File: src/rtl/packed_cmd_unpacker.sv
// Unpacks {write_not_read, addr[22:0], data[7:0]} commands into single-byte memory accesses.
// Optional read timeout with a synthetic 0xFFFF_FFFF response: define PACKED_CMD_UNPACKER_TIMEOUT_EN.
module packed_cmd_unpacker #(
  parameter int unsigned timeout_cycles_p = 1024,
  parameter int unsigned timeout_width_p  = 16
) (
  input  logic        clk_i,
  input  logic        reset_n_i,
  input  logic [31:0] cmd_data_i,
  input  logic        cmd_v_i,
  output logic        cmd_ready_o,
  output logic [31:0] resp_data_o,
  output logic        resp_v_o,
  input  logic        resp_ready_i,
  output logic [22:0] mem_addr_o,
  output logic [7:0]  mem_data_o,
  output logic        mem_w_o,
  output logic        mem_v_o,
  input  logic        mem_ready_i,
  input  logic [7:0]  mem_data_i,
  input  logic        mem_v_i,
  output logic        err_o
);

  typedef enum logic [1:0] {StIdle, StIssue, StWaitRdata, StResp} state_e;

  state_e      state_q, state_d;
  logic        mem_w_q, mem_w_d;
  logic [22:0] mem_addr_q, mem_addr_d;
  logic [7:0]  mem_data_q, mem_data_d;
  logic [31:0] resp_data_q, resp_data_d;

`ifdef PACKED_CMD_UNPACKER_TIMEOUT_EN
  localparam logic [timeout_width_p-1:0] CntLast = timeout_width_p'(timeout_cycles_p - 1);
  logic [timeout_width_p-1:0] cnt_q, cnt_d;
  logic                       err_q, err_d;
`endif

  always_comb begin
    state_d     = state_q;
    mem_w_d     = mem_w_q;
    mem_addr_d  = mem_addr_q;
    mem_data_d  = mem_data_q;
    resp_data_d = resp_data_q;
`ifdef PACKED_CMD_UNPACKER_TIMEOUT_EN
    cnt_d       = cnt_q;
    err_d       = err_q;
`endif
    case (state_q)
      StIdle: begin
        if (cmd_v_i) begin
          mem_w_d    = cmd_data_i[31];
          mem_addr_d = cmd_data_i[30:8];
          mem_data_d = cmd_data_i[7:0];
          state_d    = StIssue;
        end
      end
      StIssue: begin
        if (mem_ready_i) begin
          if (mem_w_q) begin
            state_d = StIdle;
          end else begin
            state_d = StWaitRdata;
`ifdef PACKED_CMD_UNPACKER_TIMEOUT_EN
            cnt_d   = '0;
`endif
          end
        end
      end
      StWaitRdata: begin
        if (mem_v_i) begin
          resp_data_d = {24'b0, mem_data_i};
          state_d     = StResp;
        end
`ifdef PACKED_CMD_UNPACKER_TIMEOUT_EN
        // Counter holds the number of completed empty wait cycles.
        else if (cnt_q == CntLast) begin
          resp_data_d = 32'hFFFF_FFFF;
          err_d       = 1'b1;
          state_d     = StResp;
        end else begin
          cnt_d = cnt_q + 1'b1;
        end
`endif
      end
      StResp: begin
        if (resp_ready_i) state_d = StIdle;
      end
      default: state_d = StIdle;
    endcase
  end

  always_ff @(posedge clk_i or negedge reset_n_i) begin
    if (!reset_n_i) begin
      state_q     <= StIdle;
      mem_w_q     <= 1'b0;
      mem_addr_q  <= '0;
      mem_data_q  <= '0;
      resp_data_q <= '0;
`ifdef PACKED_CMD_UNPACKER_TIMEOUT_EN
      cnt_q       <= '0;
      err_q       <= 1'b0;
`endif
    end else begin
      state_q     <= state_d;
      mem_w_q     <= mem_w_d;
      mem_addr_q  <= mem_addr_d;
      mem_data_q  <= mem_data_d;
      resp_data_q <= resp_data_d;
`ifdef PACKED_CMD_UNPACKER_TIMEOUT_EN
      cnt_q       <= cnt_d;
      err_q       <= err_d;
`endif
    end
  end

  // Valids decode straight from state so reset drops them asynchronously.
  assign cmd_ready_o = (state_q == StIdle);
  assign mem_v_o     = (state_q == StIssue);
  assign resp_v_o    = (state_q == StResp);
  assign mem_w_o     = mem_w_q;
  assign mem_addr_o  = mem_addr_q;
  assign mem_data_o  = mem_data_q;
  assign resp_data_o = resp_data_q;
`ifdef PACKED_CMD_UNPACKER_TIMEOUT_EN
  assign err_o       = err_q;
`else
  assign err_o       = 1'b0;
`endif

  // Simulation checks; immediate assertions carry no hardware.
  always_ff @(posedge clk_i) begin
    assert (timeout_cycles_p >= 1 && (timeout_width_p >= 32 ||
            (64'd1 << timeout_width_p) > 64'(timeout_cycles_p)))
      else $warning("packed_cmd_unpacker: bad timeout parameters");
    if (reset_n_i) begin
      assert (!(mem_v_i && state_q != StWaitRdata))
        else $warning("packed_cmd_unpacker: mem_v_i dropped outside read wait");
      assert (!(cmd_v_i && $isunknown(cmd_data_i)))
        else $warning("packed_cmd_unpacker: X on cmd_data_i with cmd_v_i");
    end
  end

endmodule

File: config.mk
export PLATFORM = sky130hd
export DESIGN_NAME = packed_cmd_unpacker
export DESIGN_NICKNAME = d
export VERILOG_FILES = /design/src/rtl/packed_cmd_unpacker.sv
export SDC_FILE = /design/constraint.sdc
export NUM_CORES = 1
export LEC_CHECK = 0
export CELL_PAD_IN_SITES_DETAIL_PLACEMENT = 0
export CELL_PAD_IN_SITES_GLOBAL_PLACEMENT = 1
export CORE_MARGIN = 8
export CORE_UTILIZATION = 25
export DETAILED_ROUTE_END_ITERATION = 10
export PLACE_DENSITY = 0.75
export REMOVE_ABC_BUFFERS = 1
export SLEW_MARGIN = 40
export SYNTH_ARGS = -nofsm -noshare
export SYNTH_HDL_FRONTEND = slang
export SYNTH_SLANG_ARGS = --single-unit
File: constraint.sdc
create_clock -name clk_i -period 1.5 [get_ports clk_i]
set_input_delay 0.225 -clock clk_i [delete_from_list [all_inputs] [get_ports clk_i]]
set_output_delay 0.225 -clock clk_i [all_outputs]
set_load 0.02 [all_outputs]
# --- Word-level counts from Yosys, hierarchy flattened ---
# Index checks and enable logic that the tools add are counted.
classes:
  eq_ne: 7
  muxes: 6
  reduce_logical: 4
ops:
  columns: ["cell", "n"]
  rows:
  - ["two-way mux 2 bit", 5]
  - ["case mux 2 bit (4 select lines)", 1]
  - ["== test 2 bit (second input constant)", 2]
  - ["!= test 2 x 1 -> 1 bit (second input constant)", 2]
  - ["!= test 2 bit (second input constant)", 2]
  - ["AND reduction 2 bit", 2]
  - ["AND reduction 4 bit", 1]
  - ["== test 2 x 1 -> 1 bit (second input constant)", 1]
  - ["logical NOT 2 bit", 1]
totals:
  regBits: 42
  out_inout_bits: 68

# --- Logic depth before layout (Yosys ltp) ---
logic_depth:
  depth_word: 3
  ltp_mapped: 4

# --- Worst setup path after synthesis ---
# OpenSTA, ideal clock, no wires.
synth_path:
  kind: "register -> register"
  from: "reg with a tool-made name"
  to: "reg mem_addr_q[0], in the netlist mem_addr_o[0]"
  setup_ps: 125
  arrival_time_ps: 1284
  path_slack_ps: 91
  path_stages_with_launch: 5
  period_less_slack_ps: 1409
  path_cell_list: "dfrtp_1 -> buf_6 -> nor3b_4 -> buf_6 -> mux2_2"
synth_rtl:
  columns: ["item", "line_no", "rtl"]
  rows:
  - ["end signal, assigned", "107", "mem_addr_q <= mem_addr_d;"]
  - ["end, declared", "29", "logic [22:0] mem_addr_q, mem_addr_d;"]

==> flow_summary.json <==
{
  "status": "complete, no violations",
  "postSynthCellCount": 123,
  "yosys.area.top_type": "dfrtp_1",
  "finalInstanceArea_um2": 2900,
  "cts_max_path_buffers": 2,
  "h-tree-depth": 2,
  "syn-cell-area_um2": 1840,
  "p_leak_uw": 0.00149,
  "vias_per_cell": 3.79,
  "track_usage": 0.0849,
  "pwr_density_cell_nw_per_um2": 1990,
  "totalWireLength_um": 4390,
  "synthTopCellsByArea": "dfrtp_1, mux2_2, buf_4, buf_6, mux4_1",
  "dp_slack_ns": -0.167,
  "clkSinkCount": 42,
  "fmax_mhz": 707,
  "p_sw_frac": 0.361,
  "clk_pin_slew_ns": 0.08,
  "reg2reg_to": "mem_addr_o[2]",
  "synth_seq_cells": 42,
  "drtIter0Drc": 14,
  "dp_hpwl_um": 3400,
  "cp_max_fo": 16,
  "antenna_found_initial": 0,
  "p_clk_frac": 0.151,
  "required_ns": 1.67,
  "internal_power_uw": 3690,
  "die-area_um2": 10400,
  "end_kind": "flip-flop",
  "async_reset_ff_frac": 1.00,
  "timing.final.max_slew_violations": 0,
  "setup_ws_ns": 0.0856,
  "reg2regPathDepth": 3,
  "setup_viol": 0,
  "hp-class": "in -> async",
  "ys_dominant_reg_cell": "dfrtp_1",
  "seqPwrFrac": 0.348,
  "nets": 265,
  "layout-drive-gt1-share": 0.282,
  "fin_total_pwr_uw": 5770,
  "place.gp.congestion": 0.652,
  "whs_ns": 0.385,
  "cts_tree": "built",
  "synth-edff-count": 0,
  "drc_errors": 0,
  "diodes": 0,
  "start_util": 0.256,
  "synth.most_common_cell": "dfrtp_1",
  "cp-start-kind": "flip-flop",
  "peakVddDrop_uv": 597,
  "die_h_um": 102,
  "grt_pass1_wl_um": 6700,
  "period_minus_slack_ns": 1.41,
  "synth_area_per_cell_um2": 15.0,
  "skew_ns": 0.00737,
  "slowest_delay_ns": 0.45,
  "coreArea_um2": 7180,
  "drv_cap": 0,
  "ys_warn_count": 0,
  "power_frac_comb": 0.502,
  "root_buffer": "clkbuf_8",
  "die_w_um": 102,
  "ys_types": 14,
  "critPathKind": "reg -> reg",
  "ios": 114,
  "io_buffers": 88,
  "rows": 31,
  "grt_overflow": 0,
  "timing.reg2reg.setup_slack_ns": 0.09,
  "rsz0062_at_grt": "no",
  "slowest_stage": "dfrtp_2",
  "synth_seq_area_share": 0.571,
  "numCtsBuffers": 5,
  "dpl_cell_area_um2": 2740,
  "synthToLayoutAreaGrowth_pct": 57.7,
  "vias": 1208,
  "final_core_utilization": 0.404,
  "critPathBufInv": 1,
  "critical_path.top_delay_family": "flip-flops",
  "grt_max_degree": 29,
  "postRouteAntennaNets": 0,
  "synth_top_cell_area_share": 0.571,
  "switchingPower_uw": 2090,
  "grt_pass1_vias": 1295,
  "period_share": 0.943,
  "dr.pass1.iters": 3,
  "synth_top_cells_by_count": "dfrtp_1, mux2_2, buf_4",
  "arrival_ns": 1.59,
  "wl_per_cell_um": 13.8,
  "cp_cell_sequence": "nor3b_4 -> buf_4 -> mux2_2",
  "insertion_delay_ns": 0.29,
  "finalHoldViolCount": 0
}
## cell families after synthesis
group | Yosys count | share of synthesized area
AOI/OAI and AO/OA | 1 | 0.00544
buffers and inverters | 32 | 0.133
DFF | 42 | 0.571
muxes | 41 | 0.259
other | 1 | 0.00204
and+or+nand+nor | 6 | 0.0293
## worst reg2reg max path, delay by kind of cell (launching register included)
kind | cells | cell delay [ns]
mux | 1 | 0.37
flops | 1 | 0.45
simple gates | 1 | 0.21
buf+inv | 1 | 0.27
## state kept, by name (all words and copies together), names as in the netlist, named ones only
register     cells
mem_w_o          1
mem_addr_o      23
resp_data_o      8
state_q          1
mem_data_o       8
## metal layers
layer / track usage / share of wire / vias to the layer above
li1: - / - / 556
met1: 0.105 / 0.42 / 579
met5: 0 / 0 / -
met4: 0.0412 / 0.018 / 0
met3: 0.0330 / 0.12 / 6
met2: 0.126 / 0.44 / 67
## stage by stage
stage / cells / TNS [ns]
floorplan: 118 / -12.82
global placement: 309 / -4.81
detailed placement: 309 / -4.88
CTS: 319 / 0
global route: 319 / 0
finish: 319 / 0
## layout by cell type (no fill, tap or decap), types with 2 or more instances in the layout
master	instances
clkdlybuf4s50_1	44
mux2_2	40
dfrtp_1	40
conb_1	25
dlymetal6s2s_1	25
dlygate4sd2_1	16
clkbuf_8	5
buf_4	4
inv_1	3
dfrtp_2	2
clkinv_2	2
buf_2	2
## worst max-delay path by stage
stage                     slack [ns]           from  cells past startpoint             end
after floorplan                -0.40      flip-flop                      2   mem_addr_o[0]
after global placement         -0.15        cmd_v_i                      4  mem_addr_o[21]
after detailed placement       -0.17        cmd_v_i                      4   mem_data_o[1]
after CTS                     0.0004  mem_addr_o[4]                      1   mem_addr_o[4]
after global routing           0.006      flip-flop                      3  mem_addr_o[14]
final                           0.09      flip-flop                      3   mem_addr_o[2]
## layout make-up
cell class	instances	area, um^2
fill	691	4280
sequential	42	1050
timing repair buffer	94	968
multi-input combinational	73	634
tap	99	124
clock buffer	5	68.8
clock inverter	3	40.0
inverter	3	11.3
## power by group through the flow
| stage | Sequential, uW | Clock [uW] | Combinational, uW |
|---|---|---|---|
| after floorplan | 2730 | 0 | 911 |
| after global placement | 2050 | 0 | 3150 |
| after detailed placement | 2060 | 0 | 3180 |
| after CTS | 2040 | 913 | 3040 |
| after global routing | 2100 | 961 | 3090 |
| final | 2010 | 869 | 2900 |
## repair_timing
item | in CTS | in global routing
cloned | 0 | 0
endpoints found under the setup margin | 18 | 27
hold buffers | 1 | 0
buffers inserted | 1 | 0
hold endpoints to repair | 14 | 0
resized for setup | 23 | 27
No activity file was read; power rests on OpenSTA's default activity.
